[src/rtl/mdio_pkg.sv]
// Shared constants for the MDIO management controller: frame layout,
// ST/OP codes, datapath widths and FSM state encoding.
package mdio_pkg;

  localparam int FRAME_W = 32;
  localparam int DATA_W  = 16;
  localparam int CNT_W   = 5;

  // Frame field bit positions within the 32-bit frame word
  localparam int ST_MSB    = 31;
  localparam int ST_LSB    = 30;
  localparam int OP_MSB    = 29;
  localparam int OP_LSB    = 28;
  localparam int PHYAD_MSB = 27;
  localparam int PHYAD_LSB = 23;
  localparam int REGAD_MSB = 22;
  localparam int REGAD_LSB = 18;
  localparam int TA_MSB    = 17;
  localparam int TA_LSB    = 16;
  localparam int DATA_MSB  = 15;
  localparam int DATA_LSB  = 0;

  localparam logic [1:0] ST    = 2'b01;
  localparam logic [1:0] OP_WR = 2'b01;
  localparam logic [1:0] OP_RD = 2'b10;

  // Last header bit the controller drives in a read frame
  localparam logic [CNT_W-1:0] HDR_LAST_BIT = CNT_W'(TA_LSB);
  localparam logic [CNT_W-1:0] FIRST_BIT    = CNT_W'(FRAME_W - 1);

  localparam logic [2:0] S_IDLE     = 3'd0;
  localparam logic [2:0] S_WR_FRAME = 3'd1;
  localparam logic [2:0] S_RD_HDR   = 3'd2;
  localparam logic [2:0] S_RD_DATA  = 3'd3;
  localparam logic [2:0] S_DONE     = 3'd4;

  function automatic logic is_write(input logic [3:0] st_op);
    return st_op == {ST, OP_WR};
  endfunction

  function automatic logic is_read(input logic [3:0] st_op);
    return st_op == {ST, OP_RD};
  endfunction

endpackage

[src/rtl/mdio_clkgen.sv]
// MDC generator: divides the system clock by two and flags which edge of
// the system clock is the drive point (MDC falls) or sample point (MDC rises).
module mdio_clkgen (
  input  logic clk,
  input  logic rst_n,
  output logic mdc,
  output logic drive_pt,
  output logic sample_pt
);

  logic mdc_q;

  // MDC toggles every system clock; first edge after reset brings it high
  always_ff @(posedge clk or negedge rst_n) begin
    if (!rst_n) mdc_q <= 1'b0;
    else        mdc_q <= ~mdc_q;
  end

  assign mdc       = mdc_q;
  assign drive_pt  = mdc_q;
  assign sample_pt = ~mdc_q;

endmodule

[src/rtl/mdio_controller.sv]
// MDIO management frame controller: shifts out a 32-bit write frame, or a
// 16-bit read header followed by capture of 16 data bits from the PHY.
//
// state    | meaning
// ---------+-----------------------------------------------------------
// IDLE     | waiting for MDIO_START; frame word latched on the request
// WR_FRAME | driving all 32 frame bits, MSB first
// RD_HDR   | driving header bits 31..16
// RD_DATA  | bus released, shifting MDIO_IN in at each sample point
// DONE     | one-cycle completion pulse, then back to IDLE
module mdio_controller
  import mdio_pkg::*;
(
  input  logic              CLK,
  input  logic              RESET,
  input  logic              MDIO_START,
  input  logic [FRAME_W-1:0] T_DATA,
  input  logic              MDIO_IN,
  output logic              MDC,
  output logic              MDIO_OUT,
  output logic              MDIO_OE,
  output logic              MDIO_DONE,
  output logic [DATA_W-1:0] RD_DATA
);

  logic               drive_pt;
  logic               sample_pt;
  logic [2:0]         state_q;
  logic [FRAME_W-1:0] frame_q;
  logic [CNT_W-1:0]   bit_cnt_q;
  // The latch edge need not be a drive point, so the first bit only goes on
  // the line at the next drive point; this flag marks that it has.
  logic               bit_on_q;
  logic [DATA_W-1:0]  shift_q;
  logic [DATA_W-1:0]  rd_data_q;

  mdio_clkgen u_clkgen (
    .clk      (CLK),
    .rst_n    (RESET),
    .mdc      (MDC),
    .drive_pt (drive_pt),
    .sample_pt(sample_pt)
  );

  // Frame sequencing: latch, shift out on drive points, capture on sample points
  always_ff @(posedge CLK or negedge RESET) begin
    if (!RESET) begin
      state_q   <= S_IDLE;
      frame_q   <= '0;
      bit_cnt_q <= '0;
      bit_on_q  <= 1'b0;
      shift_q   <= '0;
      rd_data_q <= '0;
    end else begin
      case (state_q)
        S_IDLE: begin
          if (MDIO_START) begin
            frame_q   <= T_DATA;
            bit_cnt_q <= FIRST_BIT;
            bit_on_q  <= 1'b0;
            if (is_write(T_DATA[ST_MSB:OP_LSB]))     state_q <= S_WR_FRAME;
            else if (is_read(T_DATA[ST_MSB:OP_LSB])) state_q <= S_RD_HDR;
          end
        end
        S_WR_FRAME: begin
          if (drive_pt) begin
            if (!bit_on_q) begin
              bit_on_q <= 1'b1;
            end else if (bit_cnt_q == '0) begin
              bit_on_q <= 1'b0;
              state_q  <= S_DONE;
            end else begin
              bit_cnt_q <= bit_cnt_q - 5'd1;
            end
          end
        end
        S_RD_HDR: begin
          if (drive_pt) begin
            if (!bit_on_q) begin
              bit_on_q <= 1'b1;
            end else begin
              bit_cnt_q <= bit_cnt_q - 5'd1;
              if (bit_cnt_q == HDR_LAST_BIT) state_q <= S_RD_DATA;
            end
          end
        end
        S_RD_DATA: begin
          if (sample_pt) shift_q <= {shift_q[DATA_W-2:0], MDIO_IN};
          if (drive_pt) begin
            if (bit_cnt_q == '0) begin
              bit_on_q  <= 1'b0;
              rd_data_q <= shift_q;
              state_q   <= S_DONE;
            end else begin
              bit_cnt_q <= bit_cnt_q - 5'd1;
            end
          end
        end
        S_DONE:  state_q <= S_IDLE;
        default: state_q <= S_IDLE;
      endcase
    end
  end

  // Outputs decoded from state so an async reset clears them immediately
  assign MDIO_OE   = bit_on_q && ((state_q == S_WR_FRAME) || (state_q == S_RD_HDR));
  assign MDIO_OUT  = MDIO_OE & frame_q[bit_cnt_q];
  assign MDIO_DONE = (state_q == S_DONE);
  assign RD_DATA   = rd_data_q;

endmodule

[config.mk]
export PLATFORM = sky130hd
export DESIGN_NAME = mdio_controller
export DESIGN_NICKNAME = d
export VERILOG_FILES = /design/src/rtl/mdio_pkg.sv /design/src/rtl/mdio_clkgen.sv /design/src/rtl/mdio_controller.sv
export SDC_FILE = /design/constraint.sdc
export NUM_CORES = 1
export LEC_CHECK = 0
export BUFFER_PORTS_ARGS = -buffer_cell sky130_fd_sc_hd__buf_2
export CORE_ASPECT_RATIO = 0.6
export CORE_UTILIZATION = 30
export CTS_BUF_LIST = sky130_fd_sc_hd__clkbuf_8
export CTS_CLUSTER_DIAMETER = 100
export DETAILED_ROUTE_END_ITERATION = 16
export GPL_TIMING_DRIVEN = 0
export PLACE_DENSITY = 0.5
export SYNTH_ARGS = -nofsm -noshare
export SYNTH_HDL_FRONTEND = slang
export SYNTH_SLANG_ARGS = --single-unit
export TNS_END_PERCENT = 10
[constraint.sdc]
create_clock -name CLK -period 3 [get_ports CLK]
set_input_delay 0.6 -clock CLK [delete_from_list [all_inputs] [get_ports CLK]]
set_output_delay 0.6 -clock CLK [all_outputs]
set_load 0.005 [all_outputs]
* Yosys cells after proc, flatten, opt, wreduce, memory -nomap -nowiden *
Cells that the tools add are included.
Widths: inputs -> output; s select.

word-level totals
  register bits after elaboration = 74
  latch bits = 0
  memory bits (writable) = 0
  ROM bits = 0
  input port bits = 36
  output and inout bits = 20
  logic and storage cells = 67
  memories = 0

operators by class
  $add $sub $neg = 1
  multiply operators = 0
  div/mod/pow operators = 0
  $lt $le $gt $ge = 1
  equality and inequality tests = 16
  shift-type cells = 0
  muxes and demuxes = 29
  bitwise logic cells = 2
  reduce and logical (&&, ||, !) cells = 11

operators with widths
  cell                 number
  $mux 5               7
  $mux 3               10
  $pmux 5 s4           1
  $pmux 3 s4           1
  $ne 2x2->1 const B   5
  $eq 4x3->1 const B   2
  $mux 1               8
  $reduce_and 8->1     1
  $reduce_and 7->1     1
  $eq 3x2->1 const B   2
  $lt 5x6->1 const B   1
  $ne 2x1->1 const B   3
  $reduce_and 6->1     1
  $bmux 1 s5           1
  $eq 5x5->1 const B   1
  $logic_not 5->1      1
  $sub 5x1->5 const B  1
  $pmux 1 s4           1
  $reduce_and 2->1     2
  $reduce_bool 4->1    1
  $eq 3x1->1 const B   1
  $eq 3x3->1 const B   1
  $logic_not 3->1      1
  $ne 3x3->1 const B   1
  5 further kinds      5

* Depth between registers and ports, before layout *
Gate-level depths: netlist of the first run.

  depth in word-level cells = 5
  gate-level depth with buffers = 7
  depth with buffers taken out = 6

* Modules after synthesis *
From an unflattened synthesis of the first run, not the netlist that was laid out.

unflattened totals
  cells, all modules = 235
  area total of the unflattened synthesis = 3395.8 um^2

by module, submodules not included
  module           instances  cells each  area an instance (um^2)  sequential area each (um^2)
  mdio_controller  1          232         3359.5                   1826.8
  mdio_clkgen      1          3           36.3                     25.0

* Least setup slack after synthesis of the first run *
OpenSTA, ideal clock, no wires.

  path type = flip-flop to flip-flop
  start point = register bit_cnt_q[0]
  end point = register bit_cnt_q[1]
  library setup time = 0.128 ns
  arrival = 2.098 ns
  required time = 2.872 ns
  path slack = 0.775 ns
  stages on the path, launching flop included = 8
  path buffers = 1
  period minus slack after synthesis = 2.225 ns
  path through = dfrtp_1 -> buf_2 -> inv_1 -> ha_1 -> or4b_4 -> a21oi_2 -> or2_1 -> mux2_1

on the way
  cells in the longest elaborated chain, start to end = 5
  elaborated cells between the ends (all ways) = 9
  those cells by class = add/sub: 1; mux: 7; reduce/logical: 1

RTL lines
  item                                            RTL line                                      RTL
  from (decl)                                     mdio_controller.sv:30                         logic [CNT_W-1:0] bit_cnt_q;
  from (signal assigned)                          mdio_controller.sv:73                         bit_cnt_q <= bit_cnt_q - 5'd1;
  from (signal assigned)                          mdio_controller.sv:82                         bit_cnt_q <= bit_cnt_q - 5'd1;
  from (signal assigned)                          mdio_controller.sv:95                         bit_cnt_q <= bit_cnt_q - 5'd1;
  $sub 5x1->5 or $logic_not 5->1 (tied branches)  --
  $mux 5                                          mdio_controller.sv:69, mdio_controller.sv:90
  $mux 5                                          mdio_controller.sv:67                         if (!bit_on_q) begin
  $mux 5                                          mdio_controller.sv:66                         if (drive_pt) begin
  $pmux 5 s4 *                                    mdio_controller.sv:55                         case (state_q)

Mark *: on every way between the ends. The rest lies on a longest branch, timed or not. The select of a mux whose other input is x is not followed.
A chain may end at the register's enable or synchronous reset.

* Final worst setup path of the first run *
  start point = register bit_cnt_q[0]
  end point = output port MDIO_OUT

on the way
  cells in the longest elaborated chain, start to end = 3

RTL lines
  item                          RTL line                RTL
  $bmux 1 s5                    mdio_controller.sv:107  assign MDIO_OUT = MDIO_OE & frame_q[bit_cnt_q];
  $mux 1 (implied by the code)  mdio_controller.sv:107
  $and 1x1->1                   mdio_controller.sv:107
  to (decl)                     mdio_controller.sv:20   output logic MDIO_OUT,

No other way between the ends. The select of a mux whose other input is x is not followed.

==> results of run 1 <==
power breakdown:
group / switching (mW) / leakage (nW) / internal [mW]
clock network: 0.358 / 0.0989 / 0.384
logic: 0.0368 / 0.923 / 0.0462
registers: 0.0114 / 0.974 / 1.02
cell families after synthesis:
kind of cell,share of synthesized area (%)
AOI/OAI and AO/OA,4.62
buffers and inverters,2.46
DFF,56.1
and+or+nand+nor,7.77
muxes,28.4
adders and majority gates,0.379
xor gates and xnor gates,0.265
placed cells by master (no fill, tap or decap), drive strengths merged, types with 2 or more instances in the layout:
cell type,synthesis,final
a21oi,5,5
buf,9,64
clkbuf,1,15
dfrtp,74,74
inv,8,9
mux2,66,66
mux2i,6,6
mux4,6,6
nand2,4,4
nand2b,2,2
nand3,4,4
nand4,2,2
nor2,6,6
nor3,3,3
nor4,4,4
nor4bb,2,2
o21ai,5,5
o31a,3,3
or2,2,2
or3,4,4
timing repair:
action / in CTS / in global routing
hold buffers: 0 / 0
endpoints found under the setup margin: 0 / 1
gates resized for setup: 0 / 3
stage by stage:
step | power (mW) | hold WS, ns | utilization, % | setup WS [ns]
floorplan | 1.08 | 0.304 | - | 0.775
global placement | 1.13 | 0.463 | 35.3 | 0.458
detailed placement | 1.14 | 0.441 | 35.6 | 0.465
CTS | 1.89 | 0.0444 | 37.4 | 0.0620
global route | 1.95 | 0.0420 | 37.4 | 0.0174
finish | 1.86 | 0.0697 | 37.4 | 0.196
area by class of cell:
cell class              instances  share of cell area, %
flip-flops and latches         74                   46.5
multi-input cells             141                   34.5
repair buffers                 56                   7.67
clock buffers                  13                   4.50
well taps                     139                   4.37
plain buffers                  10                   1.35
inverters                       8                  0.754
clock inverters                 2                  0.283
registers in the layout, indices dropped and copies added, names as in the netlist:
register           cells
frame_q               32
bit_cnt_q              5
u_clkgen.drive_pt      1
bit_on_q               1
RD_DATA               16
state_q                3
shift_q               16
layer usage:
| metal | vias to the layer above | wire length [um] |
|---|---|---|
| met1 | 1054 | 3660 |
| met3 | 6 | 294 |
| met5 | - | 0 |
| met4 | 0 | 68 |
| li1 | 996 | - |
| met2 | 38 | 2770 |
worst min-delay path by stage:
stage	end	start	cells after the start
after floorplan	RD_DATA[0]	RESET	0
after global placement	RD_DATA[11]	RD_DATA[11]	1
after detailed placement	frame_q[9]	RESET	1
after CTS	frame_q[9]	RESET	1
after global routing	frame_q[9]	RESET	1
final	frame_q[9]	RESET	1
worst max-delay path, cell delays in order (launching register included):
cell	delay, ns
dfrtp_1	0.42
clkbuf_4	0.27
mux4_2	0.57
o221ai_1	0.18
o21ai_0	0.12
nor4bb_1	0.15
buf_2	0.14
==> flow_summary_export.csv, run 1 <==
group,metric,value,unit
logic_synthesis,yosysUniqueCellTypes,45,
hold_path,hold_class,"primary input to async pin",
sta,skew,0.00872,ns
place,place_hpwl,4.86,mm
worst_setup_path,critPathLaunchType,"flop",
worst_setup_path,endpoint_kind,"output port",
detailed_routing,num_vias,2094,
cells_and_area,fill_cells,1032,
logic_synthesis,synth_area,0.00330,mm^2
cells_and_area,stdcell_count,443,
pwr,leakagePower,2.00,nW
cells_and_area,nNetsFinal,337,
cells_and_area,final_layout_size_suffix_gt1_share,47.4,%
sta,finalSetupViolCount,0,
logic_synthesis,synth.avg_cell_area,14.2,um^2
worst_setup_path,rr_endpoint,"bit_cnt_q[0]",
die,row_count,29,
worst_setup_path,worstPathMaxFanout,10,
logic_synthesis,synthFlopType,"dfrtp_1",
cells_and_area,antennaDiodeCount,0,
cells_and_area,design_area,0.00398,mm^2
clock_network,cts_sinks,74,
worst_setup_path,cp.required,2.40,ns
place,portBuffers,55,
detailed_routing,antenna_left,0,
place,placed_cell_area,0.00378,mm^2
outcome,status,"completed",
cells_and_area,seqCellArea,0.00185,mm^2
pwr,p_per_area,466,mW/mm^2
sta,fin_setup_tns,0,ns
worst_setup_path,r2r_cells,7,
place,dp.cells,428,
sta,final_hold_viol_count,0,
clock_network,clock_path_buffers,2,
detailed_routing,drtIter0Drc,98,
die,num_io_pins,56,
clock_network,clk_pin_slew,0.07,ns
logic_synthesis,synth_cells,233,
pwr,vdd_drop_max,0.000185,V
die,die-area,0.0114,mm^2
logic_synthesis,synth_most_common_cell,"dfrtp_1",
sta,rsz0062_at_grt,"false",
cells_and_area,area_growth,20.5,%
logic_synthesis,async_flop_share,100,%
global_route,grt_use_met2,17.8,%
global_route,grt_start_max_net_pins,68,
die,coreArea,0.0106,mm^2
clock_network,h-tree-depth,3,
logic_synthesis,synth_top_area_share,56.1,%
clock_network,clk_latency,0.35,ns
detailed_routing,vias_per_cell,4.73,
clock_network,post-cts-setup-buffer-count,0,
detailed_routing,routed_wl,6.80,mm
global_route,grt_usage,13.9,%
global_route,use_met1,20.6,%
detailed_routing,drtPass1Iterations,4,
sta,slew_headroom,56.7,%
run,max-cap-violations,0,
worst_setup_path,critPathCapture,"MDIO_OUT",
logic_synthesis,synth_area_leaders,"dfrtp_1 56%, mux2_2 17%, mux2_1 5.5%, mux4_2 4.1%, mux2i_1 1.8%",
logic_synthesis,yosysWarnings,0,
worst_setup_path,path_class,"flop to output port",
logic_synthesis,seq_area_frac_synth,56.1,%
sta,post-route-period-util,93.5,%
die,die_y,83.3,um
worst_setup_path,ff2ff_setup_slack,0.47,ns
logic_synthesis,netlist_top_cells_count,"74 x dfrtp_1, 50 x mux2_2, 16 x mux2_1, 8 x buf_2",
logic_synthesis,ys_ff_latch,74,
worst_setup_path,critPathLaunch,"bit_cnt_q[0]",
sta,fin_crit,2.80,ns
logic_synthesis,synth_top_area_cell,"dfrtp_1",
global_route,antenna_found_initial,0,
cells_and_area,multi_input_area,0.00138,mm^2
sta,tightest_slew,0.647,ns
clock_network,cts_tree,"done",
place,place_congestion,0.767,
detailed_routing,wl_per_cell,15.3,um
worst_setup_path,cp_data_arrival_time,2.20,ns
global_route,top_usage_layer,"met1",
global_route,grt_use_met3,4.52,%
logic_synthesis,synth_edf_count,0,
detailed_routing,drc_errors,0,
worst_setup_path,reg2reg_from,"bit_cnt_q[0]",
die,die_w,137,um
global_route,gr-total-overflow,0,
die,initial_core_util,31.1,%
clock_network,root_buffer,"clkbuf_8",
logic_synthesis,syn_nets,270,
clock_network,numCtsBuffers,9,
global_route,grt_pass1_wl,11.8,mm
sta,max_freq,0.357,GHz
sta,final_max_slew_viol_count,0,
global_route,grt_pass1_vias,2214,
Note: power is estimated with default switching activity, not from simulation.
==> run 2: changes to the inputs <==
Settings changed: RECOVER_POWER set to 25.
==> run 2 against run 1 <==
Fmax about the same. Sequential cell count unchanged. Sequential share of layout area up 0.31 points. Clock skew about the same. Combinational power down 5.7%. Die area unchanged. Global-route usage unchanged. First-iteration DRC count unchanged. Cell area down 0.66%. Non-clock buffer count unchanged. The flow now finishes with violations (capacitance limit, slew limit). Total power down 0.20%.
==> flow_summary_export.csv, run 2 (synthesis results as in run 1) <==
group,metric,value,unit
place,place_hpwl,4.86,mm
cells_and_area,layout_commonest_cell,"dfrtp_1",
die,row_count,29,
detailed_routing,routed_wl,6.80,mm
place,portBuffers,55,
worst_setup_path,reg2reg_from,"bit_cnt_q[0]",
cells_and_area,fill_cells,1035,
detailed_routing,drtPass1Iterations,4,
clock_network,post_cts_resized,0,
sta,fin_ws,0.193,ns
sta,slew_headroom,-11.1,%
cells_and_area,regMostFlops,"frame_q",
worst_setup_path,max_stage_delay,0.57,ns
pwr,total_power,1.85,mW
sta,tightest_slew,1.67,ns
place,dpl_worst_slack,0.465,ns
clock_network,cts_hold_buffers,0,
clock_network,clk_latency,0.35,ns
global_route,grt_start_max_net_pins,68,
pwr,vdd_drop_max,0.000187,V
worst_setup_path,cp.buffers_inverters,2,
sta,fin_setup_tns,0,ns
detailed_routing,vias_per_cell,4.74,
worst_setup_path,crit_chain,"clkbuf_4 -> mux4_2 -> o221ai_1 -> o21ai_0 -> nor4bb_1 -> buf_2",
die,initial_core_util,31.1,%
cells_and_area,final_layout_size_suffix_gt1_share,47.0,%
global_route,grt_pass1_vias,2214,
die,die-area,0.0114,mm^2
die,die_y,83.3,um
clock_network,clock_path_buffers,2,
clock_network,clk_pin_slew,0.07,ns
cells_and_area,mostFrequentLayoutCells,"74 x dfrtp_1, 61 x buf_2, 50 x mux2_2",
sta,finalSetupViolCount,0,
worst_setup_path,ff2ff_setup_slack,0.47,ns
worst_setup_path,critPathLaunchType,"flop",
detailed_routing,antenna_left,0,
worst_setup_path,worstPathMaxFanout,10,
worst_setup_path,worst_path_dominant_cell_family,"multiplexers",
detailed_routing,drc_errors,0,
worst_setup_path,cp_slowest_cell,"mux4_2",
cells_and_area,multi_input_area,0.00138,mm^2
sta,rsz0062_at_grt,"false",
global_route,grt_usage,13.9,%
global_route,antenna_found_initial,0,
clock_network,h-tree-depth,3,
global_route,grt_pass1_wl,11.8,mm
sta,fin_crit,2.81,ns
outcome,violations,"capacitance limit, slew limit",
worst_setup_path,rr_endpoint,"bit_cnt_q[0]",
cells_and_area,seqCellArea,0.00185,mm^2
run,max-cap-violations,1,
global_route,gr-total-overflow,0,
clock_network,numCtsBuffers,9,
worst_setup_path,critPathLaunch,"bit_cnt_q[0]",
detailed_routing,wl_per_cell,15.4,um
worst_setup_path,r2r_cells,7,
cells_and_area,nNetsFinal,337,
sta,max_freq,0.356,GHz
cells_and_area,antennaDiodeCount,0,
worst_setup_path,path_class,"flop to output port",
place,place_congestion,0.767,
worst_setup_path,cp_data_arrival_time,2.21,ns
pwr,leakagePower,1.98,nW
sta,final_hold_viol_count,0,
clock_network,post-cts-setup-buffer-count,0,
outcome,status,"complete, but fails checks",
die,die_w,137,um
cells_and_area,post-route-util,37.2,%
sta,final_max_slew_viol_count,68,
cells_and_area,largest_reg_flops,32,
die,num_io_pins,56,
detailed_routing,num_vias,2099,
die,coreArea,0.0106,mm^2
clock_network,cts_tree,"done",
detailed_routing,drtIter0Drc,98,
cells_and_area,area_growth,19.7,%
pwr,p_per_area,468,mW/mm^2
hold_path,hold_class,"primary input to async pin",
sta,skew,0.00872,ns
clock_network,cts_sinks,74,
worst_setup_path,endpoint_kind,"output port",
clock_network,root_buffer,"clkbuf_8",
worst_setup_path,cp.required,2.40,ns
sta,post-route-period-util,93.6,%
-- run 2: routing by layer --
layer	global-route usage (%)	vias up	share of wire, %
li1	-	996	-
met1	20.6	1058	54
met2	17.8	39	41
met3	4.52	6	4.4
met4	6.39	0	1.0
met5	0	-	0
-- run 2: how the worst max path moves through the flow --
stage	cells past startpoint	slack, ns	end
2_1_floorplan	7	0.77	bit_cnt_q[1]
3_3_place_gp	7	0.46	RD_DATA[6]
3_5_place_dp	7	0.47	RD_DATA[6]
4_1_cts	6	0.06	MDIO_OUT
5_1_grt	6	0.02	MDIO_OUT
6_report	6	0.19	MDIO_OUT
-- run 2: layout make-up --
class / count / share of cell area, %
clock inverter: 2 / 0.285
clock buffer: 13 / 4.53
sequential: 74 / 46.8
buffer: 10 / 1.36
tap: 139 / 4.40
timing repair buffer: 56 / 7.06
multi-input combinational: 141 / 34.8
inverter: 8 / 0.759
-- run 2: metrics by stage --
stage,cells,instance area (um^2),hold WS (ns)
2_1_floorplan,233,3300,0.304
3_3_place_gp,427,3750,0.463
3_5_place_dp,428,3780,0.441
4_1_cts,443,3970,0.0444
5_1_grt,443,3950,0.157
6_report,443,3950,0.155
-- run 2: report_power, final --
part	switching (mW)	internal, mW	total [mW]
clock network	0.359	0.384	0.743
logic	0.0361	0.0422	0.0783
registers	0.0114	1.02	1.03
==> run 3: changes to the inputs <==
==> constraint.sdc (replaced) <==
create_clock -name CLK -period 3.26 [get_ports CLK]
set_input_delay 0.652 -clock CLK [delete_from_list [all_inputs] [get_ports CLK]]
set_output_delay 0.652 -clock CLK [all_outputs]
set_load 0.05 [all_outputs]
==> run 3 against run 2 <==
The run still ends with capacitance limit, slew limit left. Routed wire length is 0.84% higher. Clock skew hardly changed. Worst hold slack better by 0.33 ns. Critical path depth is 1 lower. Worst setup slack better by 0.014 ns. Sequential share of layout area is 0.28 points lower. Sequential cell count stayed put. Non-clock buffer count stayed put. Core utilization is 0.22 points higher. Sequential power is 8% lower. Cell count is 0.23% higher.
==> flow_summary_export.csv, run 3 (synthesis results as in run 1) <==
group,metric,value,unit
worst_setup_path,cp.buffers_inverters,1,
die,coreArea,0.0106,mm^2
global_route,grt_usage,13.4,%
clock_network,cts_sinks,74,
clock_network,post-cts-setup-buffer-count,0,
cells_and_area,regMostFlops,"frame_q",
sta,final_hold_viol_count,0,
detailed_routing,num_vias,2138,
pwr,p_int,1.40,mW
sta,fin_setup_tns,0,ns
detailed_routing,wl_per_cell,15.5,um
sta,fin_crit,3.05,ns
clock_network,clock_path_buffers,2,
pwr,p_switching,0.379,mW
cells_and_area,antennaDiodeCount,0,
place,place_hpwl,5.04,mm
global_route,antenna_found_initial,0,
pwr,leakagePower,2.00,nW
outcome,status,"complete, but fails checks",
die,num_io_pins,56,
place,place_congestion,0.741,
outcome,violations,"capacitance limit, slew limit",
pwr,seqPwrFrac,53.3,%
detailed_routing,drtPass1Iterations,4,
place,placed_cell_area,0.00378,mm^2
clock_network,cts_tree,"done",
cells_and_area,layout_commonest_cell,"dfrtp_1",
die,die-area,0.0114,mm^2
die,die_y,83.3,um
clock_network,h-tree-depth,3,
run,max-cap-violations,1,
cells_and_area,area_growth,20.5,%
sta,rsz0062_at_grt,"false",
sta,tightest_slew,1.85,ns
pwr,p_per_area,447,mW/mm^2
cells_and_area,final_layout_size_suffix_gt1_share,47.2,%
global_route,grt_start_max_net_pins,41,
worst_setup_path,path_class,"flop to output port",
hold_path,hold_class,"flop to flop",
detailed_routing,antenna_left,0,
worst_setup_path,cp_slowest_cell,"a2111oi_1",
worst_setup_path,critPathLaunchType,"flop",
cells_and_area,multi_input_area,0.00138,mm^2
detailed_routing,drc_errors,0,
clock_network,root_buffer,"clkbuf_8",
pwr,vdd_drop_max,0.000315,V
clock_network,cts_hold_buffers,0,
die,die_w,137,um
detailed_routing,routed_wl,6.86,mm
sta,max_freq,0.328,GHz
sta,final_max_slew_viol_count,36,
clock_network,numCtsBuffers,9,
sta,slew_headroom,-23.4,%
global_route,grt_pass1_vias,2153,
place,portBuffers,55,
cells_and_area,largest_reg_flops,32,
cells_and_area,seqCellArea,0.00185,mm^2
die,initial_core_util,31.1,%
clock_network,clk_pin_slew,0.08,ns
sta,finalSetupViolCount,0,
worst_setup_path,endpoint_kind,"output port",
clock_network,clk_latency,0.35,ns
worst_setup_path,max_stage_delay,0.59,ns
detailed_routing,drtIter0Drc,144,
global_route,grt_pass1_wl,11.6,mm
cells_and_area,nNetsFinal,337,
pwr,p_sw_share,21.3,%
detailed_routing,vias_per_cell,4.82,
worst_setup_path,worst_path_dominant_cell_family,"compound AO/OA/AOI/OAI gates",
worst_setup_path,crit_chain,"mux4_2 -> and2_1 -> a2111oi_1 -> nor4bb_2 -> buf_2",
global_route,gr-total-overflow,0,
clock_network,post_cts_resized,0,
worst_setup_path,cp.required,2.61,ns
sta,post-route-period-util,93.6,%
sta,skew,0.00866,ns
die,row_count,29,
worst_setup_path,worstPathMaxFanout,3,
cells_and_area,mostFrequentLayoutCells,"74 x dfrtp_1, 62 x buf_2, 50 x mux2_2",
cells_and_area,fill_cells,1037,
cells_and_area,design_area,0.00398,mm^2
pwr,pwr-share-clk,42.5,%
pwr,p_comb_share,4.2,%
worst_setup_path,cp_data_arrival_time,2.40,ns
-- run 3: power groups by stage --
stage                     logic (mW)  clock network (mW)  registers [mW]
after detailed placement      0.0803                   0           0.967
after global routing          0.0845               0.833           0.951
after CTS                     0.0804               0.785           0.948
after floorplan               0.0311                   0           0.962
final                         0.0747               0.757           0.948
after global placement        0.0764                   0           0.966
-- run 3: final cells by class --
class,count,area share (%)
Sequential cell,74,46.6
Multi-Input combinational cell,141,34.7
Timing Repair Buffer,56,7.01
Tap cell,139,4.37
Clock buffer,9,3.11
Clock inverter,7,2.17
Buffer,10,1.29
Inverter,8,0.755
-- run 3: layer usage --
layer  vias up  track usage (%)  part of all wire [%]
met3         7             3.79                   4.1
met5         -                0                     0
met2        41             17.5                    43
met4         0             4.80                   1.2
li1        995                -                     -
met1      1095             20.7                    52
-- run 3: worst register-to-register path: cells and delay by family (launching register included) --
| kind | cells | cell delay [ns] |
|---|---|---|
| flops | 1 | 0.42 |
| fa+ha+maj | 1 | 0.24 |
| compound gates | 1 | 0.34 |
| mux | 1 | 0.34 |
| simple gates | 2 | 0.74 |
| buf+inv | 2 | 0.36 |
-- run 3: per-stage QoR --
step                std cells  hold WS (ns)  setup WS (ns)  utilization [%]  power [mW]
floorplan                 233         0.356          0.129                -       0.993
global placement          427         0.464          0.476             35.4        1.04
detailed placement        428         0.473          0.496             35.6        1.05
CTS                       444         0.258         0.0545             37.6        1.81
global route              444         0.509         0.0528             37.4        1.87
finish                    444         0.486          0.207             37.4        1.78
-- run 3: worst paths after layout --
check,end,slack [ns],cells after the start,from
worst max-delay path,MDIO_OUT,0.21,5,bit_cnt_q[0]
worst min-delay path,RD_DATA[11],0.49,1,RD_DATA[11]
worst max register to register,bit_cnt_q[0],0.71,7,bit_cnt_q[0]
worst min register to register,RD_DATA[11],0.49,1,RD_DATA[11]
max in group asynchronous,frame_q[14],0.64,2,RESET
min in group asynchronous,shift_q[9],0.80,1,RESET
